[src/rtl/h4_secded_pipe_n_k.sv]
// Two-stage SECDED (extended Hamming) decoder with valid/ready flow control
// and saturating SEC/DED event counters.
module h4_secded_pipe_n_k #(
   parameter int n     = 16,
   parameter int k     = 11,
   parameter int CNT_W = 16
) (
   input  logic             clk,
   input  logic             rst,
   input  logic [n-1:0]     hamming_i,
   input  logic             valid_i,
   output logic             ready_o,
   output logic [k-1:0]     data_o,
   output logic [n-1:0]     hamming_corrected_o,
   output logic             sec_o,
   output logic             ded_o,
   output logic             valid_o,
   input  logic             ready_i,
   input  logic             clear_cnt_i,
   output logic [CNT_W-1:0] sec_count_o,
   output logic [CNT_W-1:0] ded_count_o
);

   localparam int          R  = n - 1 - k;
   localparam int unsigned NH = n - 1;
   localparam int unsigned KU = k;

   // XOR of the 1-based positions of all set bits in the Hamming part
   function automatic logic [R-1:0] syndrome(input logic [n-1:0] cw);
      logic [R-1:0] s;
      s = '0;
      for (int unsigned p = 1; p <= NH; p++)
         if (cw[p-1]) s ^= R'(p);
      return s;
   endfunction

   // Data bits occupy the non-power-of-two positions in ascending order
   function automatic logic [k-1:0] extract(input logic [n-1:0] cw);
      logic [k-1:0] d;
      int unsigned  idx;
      d   = '0;
      idx = 0;
      for (int unsigned p = 1; p <= NH; p++)
         if ((p & (p - 1)) != 0) begin
            if (idx < KU) d[idx] = cw[p-1];
            idx++;
         end
      return d;
   endfunction

   logic           s1_valid;
   logic [n-1:0]   s1_cw;
   logic [R-1:0]   s1_syn;
   logic           s1_par;

   logic           s1_load;
   logic           s2_load;
   logic           out_hs;

   logic [n-1:0]   flip;
   logic [n-1:0]   corr_cw;
   logic           sec_c;
   logic           ded_c;

   assign s2_load = !valid_o || ready_i;
   assign s1_load = !s1_valid || s2_load;
   assign ready_o = !rst && s1_load;
   assign out_hs  = valid_o && ready_i;

   // Stage 1: capture codeword, syndrome and overall parity
   always_ff @(posedge clk or posedge rst) begin
      if (rst) begin
         s1_valid <= 1'b0;
         s1_cw    <= '0;
         s1_syn   <= '0;
         s1_par   <= 1'b0;
      end else if (s1_load) begin
         s1_valid <= valid_i;
         if (valid_i) begin
            s1_cw  <= hamming_i;
            s1_syn <= syndrome(hamming_i);
            s1_par <= ^hamming_i;
         end
      end
   end

   // Classification; flip stays zero on DED so the received bits pass through
   always_comb begin
      flip  = '0;
      sec_c = 1'b0;
      ded_c = 1'b0;
      if (s1_syn == '0) begin
         if (s1_par) begin
            flip[n-1] = 1'b1;
            sec_c     = 1'b1;
         end
      end else if (!s1_par) begin
         ded_c = 1'b1;
      end else if (32'(s1_syn) > NH) begin
         ded_c = 1'b1;
      end else begin
         sec_c = 1'b1;
         for (int unsigned i = 0; i < NH; i++)
            if (32'(s1_syn) == i + 1) flip[i] = 1'b1;
      end
   end

   assign corr_cw = s1_cw ^ flip;

   // Stage 2: output register; flags cleared whenever the stage goes empty
   always_ff @(posedge clk or posedge rst) begin
      if (rst) begin
         valid_o             <= 1'b0;
         data_o              <= '0;
         hamming_corrected_o <= '0;
         sec_o               <= 1'b0;
         ded_o               <= 1'b0;
      end else if (s2_load) begin
         valid_o <= s1_valid;
         sec_o   <= s1_valid && sec_c;
         ded_o   <= s1_valid && ded_c;
         if (s1_valid) begin
            data_o              <= extract(corr_cw);
            hamming_corrected_o <= corr_cw;
         end
      end
   end

   // Counters advance only on output handshakes; clear has priority
   always_ff @(posedge clk or posedge rst) begin
      if (rst) begin
         sec_count_o <= '0;
         ded_count_o <= '0;
      end else if (clear_cnt_i) begin
         sec_count_o <= '0;
         ded_count_o <= '0;
      end else if (out_hs) begin
         if (sec_o && (sec_count_o != '1)) sec_count_o <= sec_count_o + CNT_W'(1);
         if (ded_o && (ded_count_o != '1)) ded_count_o <= ded_count_o + CNT_W'(1);
      end
   end

endmodule

[config.mk]
export PLATFORM = sky130hd
export DESIGN_NAME = h4_secded_pipe_n_k
export DESIGN_NICKNAME = d
export VERILOG_FILES = /design/src/rtl/h4_secded_pipe_n_k.sv
export SDC_FILE = /design/constraint.sdc
export NUM_CORES = 1
export LEC_CHECK = 0
export ABC_AREA = 1
export CAP_MARGIN = 0
export CORE_MARGIN = 4
export CORE_UTILIZATION = 30
export DETAILED_ROUTE_END_ITERATION = 12
export DONT_BUFFER_PORTS = 1
export GPL_ROUTABILITY_DRIVEN = 0
export PLACE_DENSITY_LB_ADDON = 0.12
export SKIP_CTS_REPAIR_TIMING = 1
export SKIP_LAST_GASP = 1
export SLEW_MARGIN = 10
export SYNTH_ARGS = -nofsm -noshare
export SYNTH_HDL_FRONTEND = slang
export SYNTH_SLANG_ARGS = --single-unit
[constraint.sdc]
create_clock -name clk -period 5.7 [get_ports clk]
set_input_delay 1.71 -clock clk [delete_from_list [all_inputs] [get_ports clk]]
set_output_delay 1.71 -clock clk [all_outputs]
set_load 0.05 [all_outputs]
==> flow_summary.json, run 1 <==
{
  "drt-vias-per-instance": 4.66,
  "whs_ps": 503,
  "antenna_found_initial": 0,
  "layout-drive-gt1-share_pct": 4.57,
  "grt_pass1_vias": 3844,
  "yosys-top-cells-area": "dfrtp_1 (40%), nand2_1 (21%), nand3_1 (7.2%), xor2_1 (5.9%), nor2_1 (5.6%)",
  "io_buffers": 0,
  "drt-initial-drc-count": 224,
  "grt_use_total_pct": 13.9,
  "die_y_um": 132,
  "fin_crit_sh_pct": 69.3,
  "die_w_um": 132,
  "synth.largest_area_cell": "dfrtp_1",
  "max_freq_mhz": 253,
  "arrival_ps": 2240,
  "skew_ps": 8.46,
  "ys_types": 27,
  "ys.flop_type": "dfrtp_1",
  "tightest_slew_ps": 935,
  "layout.nets": 674,
  "r2r-start": "sec_count_o[0]$_DFFE_PP0P_",
  "syn_to_final_growth_pct": 8.98,
  "maxSlewViolCount": 0,
  "synthesis.area_mm2": 0.00460,
  "grt_pass1_wl_um": 19700,
  "clock_latency_ps": 330,
  "path_max_fanout": 3,
  "wl_um": 11700,
  "path_class": "in -> out",
  "hold_path_class": "reg -> reg",
  "antennaDiodeCount": 0,
  "ys.warnings.count": 0,
  "power_density_mw_per_mm2": 355,
  "synth_top_area_share_pct": 39.7,
  "num_rows": 44,
  "grt_max_degree": 74,
  "dp_cells": 824,
  "initial_core_util_pct": 31.2,
  "drc": 0,
  "cts_root_buffer": "clkbuf_16",
  "ys_seq_area_share_pct": 39.7,
  "globalRoute.totalOverflow": 0,
  "synth-edff-count": 0,
  "synthArstFlopShare_pct": 100,
  "ir_drop_mv": 0.145,
  "status": "finished, final reports clean",
  "synthCells": 665,
  "avgSynthCellArea_um2": 6.91,
  "power.leakage_uw": 0.00246,
  "routedWlPerCell_um": 14.0,
  "grt_setup_unrepaired": "false",
  "cp-end-kind": "output port",
  "crit_required_ps": 3990,
  "p_total_uw": 1780,
  "relSlewSlack_pct": 37.7,
  "fin_cells": 840,
  "holdCritStartpoint": "s1_cw[7]$_DFFE_PP0P_",
  "clk_pin_slew_ps": 60,
  "htreeDepth": 3,
  "synth.most_common_cell": "nand2_1",
  "route.vias.total": 3914,
  "ios": 84,
  "cts_made_buffers": 9,
  "cap_violations": 0,
  "syn_nets": 688,
  "drtPass1Iterations": 4,
  "finalHoldViolCount": 0,
  "tns_ps": 0,
  "fp.dieArea_mm2": 0.0174,
  "detail-route-antenna-nets": 0,
  "setup_viol": 0,
  "cp-startpoint": "ready_i",
  "synthTopCellsByCount": "nand2_1 (256), dfrtp_1 (73), nor2_1 (68), nand3_1 (66), inv_1 (58)",
  "worstSetupStartpointType": "input pin",
  "clock-sinks": 73,
  "clock_path_buffers": 2,
  "core_mm2": 0.0148,
  "dp_hpwl_um": 8730,
  "min_period_ps": 3950,
  "cts_tree": "built",
  "ys_ff_latch": 73
}
==> state kept, by name, summed over array words and instances, names as in the netlist <==
name                 cells
ded_count_o             16
s1_cw                   16
sec_count_o             16
data_o                  10
hamming_corrected_o      6
s1_syn                   4
ded_o                    1
s1_par                   1
s1_valid                 1
sec_o                    1
valid_o                  1
==> per-layer routing <==
metal	vias to the layer above	global-route usage (%)	part of all wire, %
li1	2055	-	-
met1	1770	16.5	44
met2	79	23.9	48
met3	10	4.39	6.3
met4	0	4.84	1.6
met5	-	0	0
==> final timing paths <==
kind | to | depth (start not counted) | slack [ps]
setup reg to reg | sec_count_o[8]$_DFFE_PP0P_ | 8 | 3140
max in group asynchronous | s1_cw[13]$_DFFE_PP0P_ | 2 | 3540
hold / removal | s1_cw[7]$_DFFE_PP0P_ | 2 | 500
setup / recovery | ready_o | 4 | 1750
hold reg to reg | s1_cw[7]$_DFFE_PP0P_ | 2 | 500
min in group asynchronous | s1_valid$_DFFE_PP0N_ | 2 | 1560
==> cell families after synthesis <==
family | after synthesis | share of synthesized area [%]
xor+xnor | 45 | 8.57
flops | 73 | 39.7
compound gates | 37 | 4.24
buf+inv | 87 | 8.52
fa+ha+maj | 2 | 0.544
simple gates | 421 | 38.4
==> cell usage in the layout, fill, tap and decap left out, types with 10 or more instances in the layout <==
| cell | Yosys | final |
|---|---|---|
| xnor2_1 | 14 | 14 |
| nand2_1 | 256 | 256 |
| xor2_1 | 31 | 31 |
| nor2_1 | 68 | 68 |
| dfrtp_1 | 73 | 73 |
| o21ai_0 | 33 | 33 |
| nand4_1 | 10 | 10 |
| inv_1 | 58 | 57 |
| nand3_1 | 66 | 66 |
==> critical path: stages <==
cell     delay, ps
inv_1           30
nand3_1        110
nand2_1         70
inv_1          320
==> stage by stage <==
| step | worst slack (ps) | utilization [%] | instance area, um2 |
|---|---|---|---|
| after global placement | 1760 | 31.7 | 4680 |
| after floorplan | 259 | - | 4600 |
| after global routing | 1700 | 34.0 | 5010 |
| after CTS | 1750 | 34.0 | 5010 |
| after detailed placement | 1750 | 31.7 | 4680 |
| final | 1750 | 34.0 | 5010 |
==> where the power goes <==
part           leakage (uW)  total, uW  switching (uW)  internal [uW]
Clock              0.000162        629             223            406
Combinational       0.00134        228             152           76.4
Sequential         0.000953        920             336            584
==> cell type report <==
type,instances,area [um2]
Sequential cell,73,1830
Timing Repair Buffer,3,22.5
Tap cell,184,230
Clock buffer,11,253
Multi-Input combinational cell,505,2380
Clock inverter,5,77.6
Inverter,59,221
Fill cell,1581,9740
(Power assumes the default switching activity.)
==> run 2, diff against run 1 <==
- clock period: 5.7 -> 3.5 ns (I/O delays scaled with it)
==> flow_summary.json, run 2 (synthesis results as in run 1) <==
{
  "antenna_found_initial": 0,
  "power_density_mw_per_mm2": 598,
  "holdCritStartpoint": "s1_cw[5]$_DFFE_PP0P_",
  "grt_use_total_pct": 14.2,
  "clock-sinks": 73,
  "holdPathStages": 2,
  "slowest_stage": "inv_1",
  "clock_path_buffers": 2,
  "min_period_ps": 2620,
  "die_y_um": 132,
  "max_freq_mhz": 381,
  "tightest_slew_ps": 942,
  "io_buffers": 0,
  "crit_required_ps": 2450,
  "ios": 84,
  "reg.largest.list": "ded_count_o (16), s1_cw (16), sec_count_o (16)",
  "crit_chain": "inv_1, nand3_1, nand2_1, inv_1",
  "cp.depth": 4,
  "cpLargestDelayFamily": "buffers and inverters",
  "drt-initial-drc-count": 185,
  "fp.dieArea_mm2": 0.0174,
  "arrival_ps": 1570,
  "maxSlewViolCount": 0,
  "final_util_pct": 34.6,
  "cap_violations": 0,
  "htreeDepth": 3,
  "multiInputGateArea_mm2": 0.00238,
  "clock_latency_ps": 340,
  "p_total_uw": 3060,
  "detail-route-antenna-nets": 0,
  "path_max_fanout": 3,
  "fin_crit_sh_pct": 74.9,
  "cts_tree": "built",
  "ir_drop_mv": 0.226,
  "cts_made_buffers": 9,
  "drc": 0,
  "crit_buf_inv": 2,
  "globalRoute.totalOverflow": 0,
  "initial_core_util_pct": 31.2,
  "routedWlPerCell_um": 14.3,
  "grt_setup_unrepaired": "false",
  "finalHoldViolCount": 0,
  "syn_to_final_growth_pct": 11.1,
  "r2r-start": "sec_count_o[1]$_DFFE_PP0P_",
  "grt_max_degree": 51,
  "worstSetupStartpointType": "input pin",
  "clk_pin_slew_ps": 50,
  "tns_ps": 0,
  "cp-end-kind": "output port",
  "final-seq-area_mm2": 0.00183,
  "skew_ps": 8.05,
  "rr_worst_depth": 8,
  "fin_cells": 846,
  "setup_viol": 0,
  "wl_um": 12100,
  "antennaDiodeCount": 0,
  "drt-vias-per-instance": 4.72,
  "cp_common_cell": "inv_1",
  "die_w_um": 132,
  "cts_root_buffer": "clkbuf_16",
  "layout.nets": 680,
  "layout-drive-gt1-share_pct": 5.44,
  "cp-startpoint": "ready_i",
  "core_mm2": 0.0148,
  "final_common_cell": "nand2_1",
  "final_cell_mix": "nand2_1 (256), dfrtp_1 (73), nor2_1 (68)",
  "n_fill_cell": 1578,
  "hold_path_class": "reg -> reg",
  "route.vias.total": 3990,
  "num_rows": 44,
  "path_class": "in -> out",
  "status": "finished, final reports clean",
  "slowest_delay_ps": 320,
  "relSlewSlack_pct": 37.2,
  "grt_pass1_vias": 3826,
  "dp_cells": 830,
  "grt_pass1_wl_um": 19900,
  "power.leakage_uw": 0.00251,
  "dp_hpwl_um": 9170,
  "drtPass1Iterations": 5
}
[run 2: cell types whose count changed in the layout (fill, tap and decap cells not counted), sizes merged]
cell	change
buf	+6
bufinv	+2
inv	-1
clkinv	-1
[run 2: final cells by class]
| cell class | instances | area share (%) |
|---|---|---|
| inverters | 59 | 4.41 |
| clock buffers | 11 | 4.95 |
| multi-input cells | 505 | 46.6 |
| well taps | 184 | 4.51 |
| clock inverters | 5 | 2.45 |
| flip-flops and latches | 73 | 35.8 |
| repair buffers | 9 | 1.32 |
[run 2: stage by stage]
stage / cell area, um2 / setup slack (ps) / hold slack, ps
detailed placement: 4730 / 869 / 494
CTS: 5110 / 868 / 508
global route: 5110 / 797 / 524
finish: 5110 / 879 / 502
global placement: 4730 / 879 / 492
floorplan: 4600 / -30.6 / 468
[run 2: worst paths after layout]
path | to | slack (ps)
worst max register to register | sec_count_o[14]$_DFFE_PP0P_ | 1030
worst min register to register | s1_cw[5]$_DFFE_PP0P_ | 500
worst max-delay path | ready_o | 880
max in group asynchronous | s1_cw[5]$_DFFE_PP0P_ | 1810
worst min-delay path | s1_cw[5]$_DFFE_PP0P_ | 500
min in group asynchronous | ded_count_o[3]$_DFFE_PP0P_ | 720
[run 2: metal layers]
layer  part of all wire (%)  vias to the layer above  GRT usage (%)  routed length [um]
met1                     45                     1837           17.5                5420
met4                    1.3                        0           5.13                 153
met5                      0                        -              0                   0
met3                    5.1                       10           3.70                 621
li1                       -                     2064              -                   -
met2                     49                       79           24.1                5930
[run 2: report_power, final]
group | internal, uW | leakage [uW] | switching, uW
logic | 130 | 0.00137 | 256
registers | 951 | 0.000953 | 548
clock network | 806 | 0.000186 | 365
[run 2: worst register-to-register path: cells and delay by family (launching register included)]
family,cells,cell delay [ps]
DFF,1,680
adders and majority gates,1,350
and+or+nand+nor,7,1340
